## src/rtl/wb_cmd_master.sv

```systemverilog
// Wishbone classic single-transfer initiator: one command in, one CYC/STB cycle out, one response back.
// A down-counting watchdog closes any bus cycle the responder never acknowledges.
`timescale 1ns/1ps

module wb_cmd_master #(
   parameter int AW      = 32,
   parameter int DW      = 32,
   parameter int TIMEOUT = 255
) (
   input  logic          CLK_I,
   input  logic          RST_I,
   input  logic          cmd_valid_i,
   output logic          cmd_ready_o,
   input  logic          cmd_we_i,
   input  logic [AW-1:0] cmd_adr_i,
   input  logic [DW-1:0] cmd_dat_i,
   output logic          rsp_valid_o,
   input  logic          rsp_ready_i,
   output logic [DW-1:0] rsp_dat_o,
   output logic          rsp_err_o,
   output logic          rsp_tmo_o,
   output logic          CYC_O,
   output logic          STB_O,
   output logic          WE_O,
   output logic [AW-1:0] ADR_O,
   output logic [DW-1:0] DAT_O,
   input  logic          ACK_I,
   input  logic          ERR_I,
   input  logic [DW-1:0] DAT_I
);

   // state | meaning
   // IDLE  | ready for a command, bus idle
   // BUS   | CYC/STB asserted, waiting for ACK/ERR or watchdog expiry
   // RESP  | response presented, waiting for rsp_ready_i
   typedef enum logic [1:0] {S_IDLE, S_BUS, S_RESP} state_t;

   // Loaded with TIMEOUT-1 so that terminal count lands on the TIMEOUT-th strobe cycle.
   localparam logic [15:0] WDT_LOAD = 16'(TIMEOUT - 1);

   state_t      r_state;
   logic [15:0] r_wdt;

   always_ff @(posedge CLK_I) begin
      if (RST_I) begin
         r_state     <= S_IDLE;
         r_wdt       <= '0;
         cmd_ready_o <= 1'b0;
         rsp_valid_o <= 1'b0;
         rsp_dat_o   <= '0;
         rsp_err_o   <= 1'b0;
         rsp_tmo_o   <= 1'b0;
         CYC_O       <= 1'b0;
         STB_O       <= 1'b0;
         WE_O        <= 1'b0;
         ADR_O       <= '0;
         DAT_O       <= '0;
      end else begin
         case (r_state)
            S_IDLE: begin
               if (cmd_valid_i && cmd_ready_o) begin
                  cmd_ready_o <= 1'b0;
                  CYC_O       <= 1'b1;
                  STB_O       <= 1'b1;
                  WE_O        <= cmd_we_i;
                  ADR_O       <= cmd_adr_i;
                  DAT_O       <= cmd_dat_i;
                  r_wdt       <= WDT_LOAD;
                  r_state     <= S_BUS;
               end else begin
                  cmd_ready_o <= 1'b1;
               end
            end
            S_BUS: begin
               if (ACK_I || ERR_I) begin
                  CYC_O       <= 1'b0;
                  STB_O       <= 1'b0;
                  WE_O        <= 1'b0;
                  ADR_O       <= '0;
                  DAT_O       <= '0;
                  rsp_valid_o <= 1'b1;
                  rsp_err_o   <= ERR_I;
                  // ERR dominates a simultaneous ACK, so data is only returned on a clean read ACK
                  rsp_dat_o   <= (ACK_I && !ERR_I && !WE_O) ? DAT_I : '0;
                  r_state     <= S_RESP;
               end else if (r_wdt == 16'd0) begin
                  CYC_O       <= 1'b0;
                  STB_O       <= 1'b0;
                  WE_O        <= 1'b0;
                  ADR_O       <= '0;
                  DAT_O       <= '0;
                  rsp_valid_o <= 1'b1;
                  rsp_tmo_o   <= 1'b1;
                  rsp_dat_o   <= '0;
                  r_state     <= S_RESP;
               end else begin
                  r_wdt <= r_wdt - 16'd1;
               end
            end
            S_RESP: begin
               if (rsp_ready_i) begin
                  rsp_valid_o <= 1'b0;
                  rsp_dat_o   <= '0;
                  rsp_err_o   <= 1'b0;
                  rsp_tmo_o   <= 1'b0;
                  cmd_ready_o <= 1'b1;
                  r_state     <= S_IDLE;
               end
            end
            default: begin
               r_state <= S_IDLE;
            end
         endcase
      end
   end

endmodule

```

## config.mk

```make
export PLATFORM = sky130hd
export DESIGN_NAME = wb_cmd_master
export DESIGN_NICKNAME = d
export VERILOG_FILES = /design/src/rtl/wb_cmd_master.sv
export SDC_FILE = /design/constraint.sdc
export NUM_CORES = 1
export LEC_CHECK = 0
export CAP_MARGIN = 10
export CORE_ASPECT_RATIO = 1.25
export CORE_MARGIN = 2
export CORE_UTILIZATION = 35
export DETAILED_ROUTE_END_ITERATION = 7
export HOLD_SLACK_MARGIN = 0.03
export PLACE_DENSITY = 0.79
export SYNTH_ARGS = -nofsm -noshare
export SYNTH_HDL_FRONTEND = slang
export SYNTH_SLANG_ARGS = --single-unit
```

## constraint.sdc

```tcl
create_clock -name CLK_I -period 2.7 [get_ports CLK_I]
set_input_delay 0.54 -clock CLK_I [delete_from_list [all_inputs] [get_ports CLK_I]]
set_output_delay 0.54 -clock CLK_I [all_outputs]
set_load 0.005 [all_outputs]
```

==> flow_summary.ini <==
[die]
die-area_um2 = 13300
start_util_pct = 35.7
die_w_um = 103
rows = 45
io-pin-count = 206
dieHeight_um = 128
design.core.area_um2 = 12100

[layout]
final_core_util_pct = 59.6
final_layout_size_suffix_gt1_share_pct = 10.5
area.growth.synth_to_final_pct = 67.0
stdcell_count = 752
n_antenna_cell = 0
final_cell_area_um2 = 7220
final_net_count = 679
layout.filler_cells = 990

[worst_setup_path]
cpMostUsedCell = buf_4
ff2ff_setup_slack_ns = 0.44
critPathLaunchType = primary input
path_max_fanout = 12
cp_slowest_cell = a2111oi_0
startpoint = ERR_I
arrival_ns = 2.64
cp_cell_sequence = clkdlybuf4s50_1 > buf_4 > nor4b_1 > buf_4 > o41ai_2 > a2111oi_0 > mux2i_1
worstSetupEndpoint = r_wdt[11]$_SDFFE_PP0P_
r2r-start = r_wdt[0]$_SDFFE_PP0P_
cp-end-kind = register
rr_worst_depth = 6
criticalPathCategory = in2reg
r2r_end = r_wdt[11]$_SDFFE_PP0P_
required_ns = 3.04
cp_slowest_stage_delay_ns = 0.63

[grt]
grt_pass1_vias = 4270
use_met3_pct = 7.85
grt_pass1_wl_um = 20900
grt-busiest-layer = met2
overflow = 0
grt_util_all_layers_pct = 20.3
globalRouteMet1Util_pct = 21.4
gr-usage-met2_pct = 34.7
antenna_found_initial = 0
grt_max_degree = 67

[timing]
slew_viol_final = 0
rsz0062_at_grt = false
max_freq_mhz = 434
worstMarginPinSlew_ns = 0.616
period_needed_ns = 2.30
relSlewSlack_pct = 57.9
min_period_over_period_pct = 85.2
finClkSkew_ns = 0.0105
setup_violations = 0
hold_viol = 0
tns_ns = 0

[synthesis]
synth_top_area_share_pct = 55.6
syn_nets = 478
yosysWarnings = 0
ys_ff_latch = 120
ys_top_cells_by_area = dfxtp_1 (56%), a32o_1 (22%), clkbuf_1 (2.6%), or3_1 (1.6%), mux2i_1 (1.4%)
yosysMostFrequentCell = dfxtp_1
synth_cell_types = 49
ys.flop_type = dfxtp_1
yosys.area.top_type = dfxtp_1
synth_common_cells = dfxtp_1 (120), a32o_1 (97), clkbuf_1 (30), or3_1 (11), nor3_1 (9)
post_synth.cell_area_avg_um2 = 11.6
synth_edf_count = 0
seq_area_frac_synth_pct = 55.6
ys_async_sr_fraction_pct = 0
syn_inst = 374
syn_area_um2 = 4320

[run_status]
status = complete, no violations

[cts]
cts_made_buffers = 17
cts.sinks = 120
clk_path_buf_depth = 2
h-tree-depth = 4
post_cts_resized = 0
tritoncts = yes
cts-root-buf = clkbuf_16
clkLatencyLatePin_ns = 0.41
hold_buffers = 0
cts_setup_buffers = 0
cts.clk_slew.worst_paths_ns = 0.05

[power_and_ir_drop]
p_leak_uw = 0.00258
ir_worst_vdd_mv = 0.518
powerDensity_nw_per_um2 = 672

[placement]
dpl.cell_count = 720
place_hpwl_um = 9320
portBuffers = 205
place_congestion = 0.853
place_area_um2 = 6630

[routing]
dr_total_vias = 4157
drtAntennaViolNets = 0
via_per_inst = 5.53
drc = 0
first_iter_violations = 202
wl_um = 13400
wl_per_cell_um = 17.8
firstDrtPassIters = 4

[hold_path]
min_path_type = reg2reg

[job]
maxCapViolCount = 0
==> flip-flops by register name, indices dropped and copies added (netlist names), 2 cells and up <==
register	cells
ADR_O	32
rsp_dat_o	32
r_wdt	16
DAT_O	32
r_state	2
==> critical path, delay by kind of cell <==
family / cells / cell delay [ns]
compound gates: 2 / 0.75
simple gates: 1 / 0.27
buf+inv: 3 / 0.83
mux: 1 / 0.24
==> placed cells by master (no fill, tap or decap), types with 6 or more instances in the layout <==
cell type          n
a32o_1            97
dfxtp_1          120
nor3_1             8
clkbuf_16         17
a211oi_1           6
nand2_1            8
buf_4             13
nor2_1             6
or3_1             11
mux2i_1            6
a21oi_1            6
clkdlybuf4s50_1  205
==> worst min-delay path by stage <==
stage	from	end	slack, ns	cells past startpoint
2_1_floorplan	r_wdt[15]$_SDFFE_PP0P_	r_wdt[15]$_SDFFE_PP0P_	0.45	2
3_3_place_gp	r_wdt[15]$_SDFFE_PP0P_	r_wdt[15]$_SDFFE_PP0P_	0.47	2
3_5_place_dp	rsp_valid_o$_SDFFE_PP0P_	rsp_valid_o$_SDFFE_PP0P_	0.48	1
4_1_cts	r_wdt[15]$_SDFFE_PP0P_	r_wdt[15]$_SDFFE_PP0P_	0.50	2
5_1_grt	DAT_O[3]$_SDFFE_PP0P_	DAT_O[3]$_SDFFE_PP0P_	0.50	1
6_report	rsp_valid_o$_SDFFE_PP0P_	rsp_valid_o$_SDFFE_PP0P_	0.49	1
==> report_power, final <==
| group | leakage [uW] | internal (uW) | switching [uW] |
|---|---|---|---|
| Sequential | 0.000975 | 1860 | 67.0 |
| Clock | 0.000287 | 1380 | 854 |
| Combinational | 0.00132 | 388 | 309 |
| Total | 0.00258 | 3620 | 1230 |
==> layout make-up <==
cell class	instances	area, um2	share of cell area [%]
clock buffer	17	425	5.89
clock inverter	15	166	2.31
inverter	4	15.0	0.208
multi-input combinational	209	1760	24.3
sequential	120	2400	33.3
tap	164	205	2.84
timing repair buffer	223	2250	31.2
==> per-stage QoR <==
| stage | hold slack [ns] | setup WS, ns | power (uW) |
|---|---|---|---|
| finish | 0.491 | 0.398 | 4850 |
| global route | 0.505 | 0.265 | 5040 |
| CTS | 0.496 | 0.427 | 4900 |
| detailed placement | 0.479 | 0.0228 | 2650 |
| global placement | 0.467 | 0.117 | 2630 |
| floorplan | 0.452 | 0.545 | 2250 |
==> routing by layer <==
metal | share of wire, % | vias to the layer above
li1 | - | 1947
met1 | 37 | 2012
met2 | 51 | 167
met3 | 8.3 | 31
met4 | 3.5 | 0
met5 | 0 | -
==> kinds of logic (layout without fill, tap and decap cells) <==
logic type | after synthesis | in the layout | share of synthesized area [%]
buf+inv | 45 | 259 | 4.52
simple gates | 66 | 66 | 9.20
fa+ha+maj | 1 | 1 | 0.289
mux | 6 | 6 | 1.39
compound gates | 136 | 136 | 29.0
flops | 120 | 120 | 55.6
(Power assumes the default switching activity.)
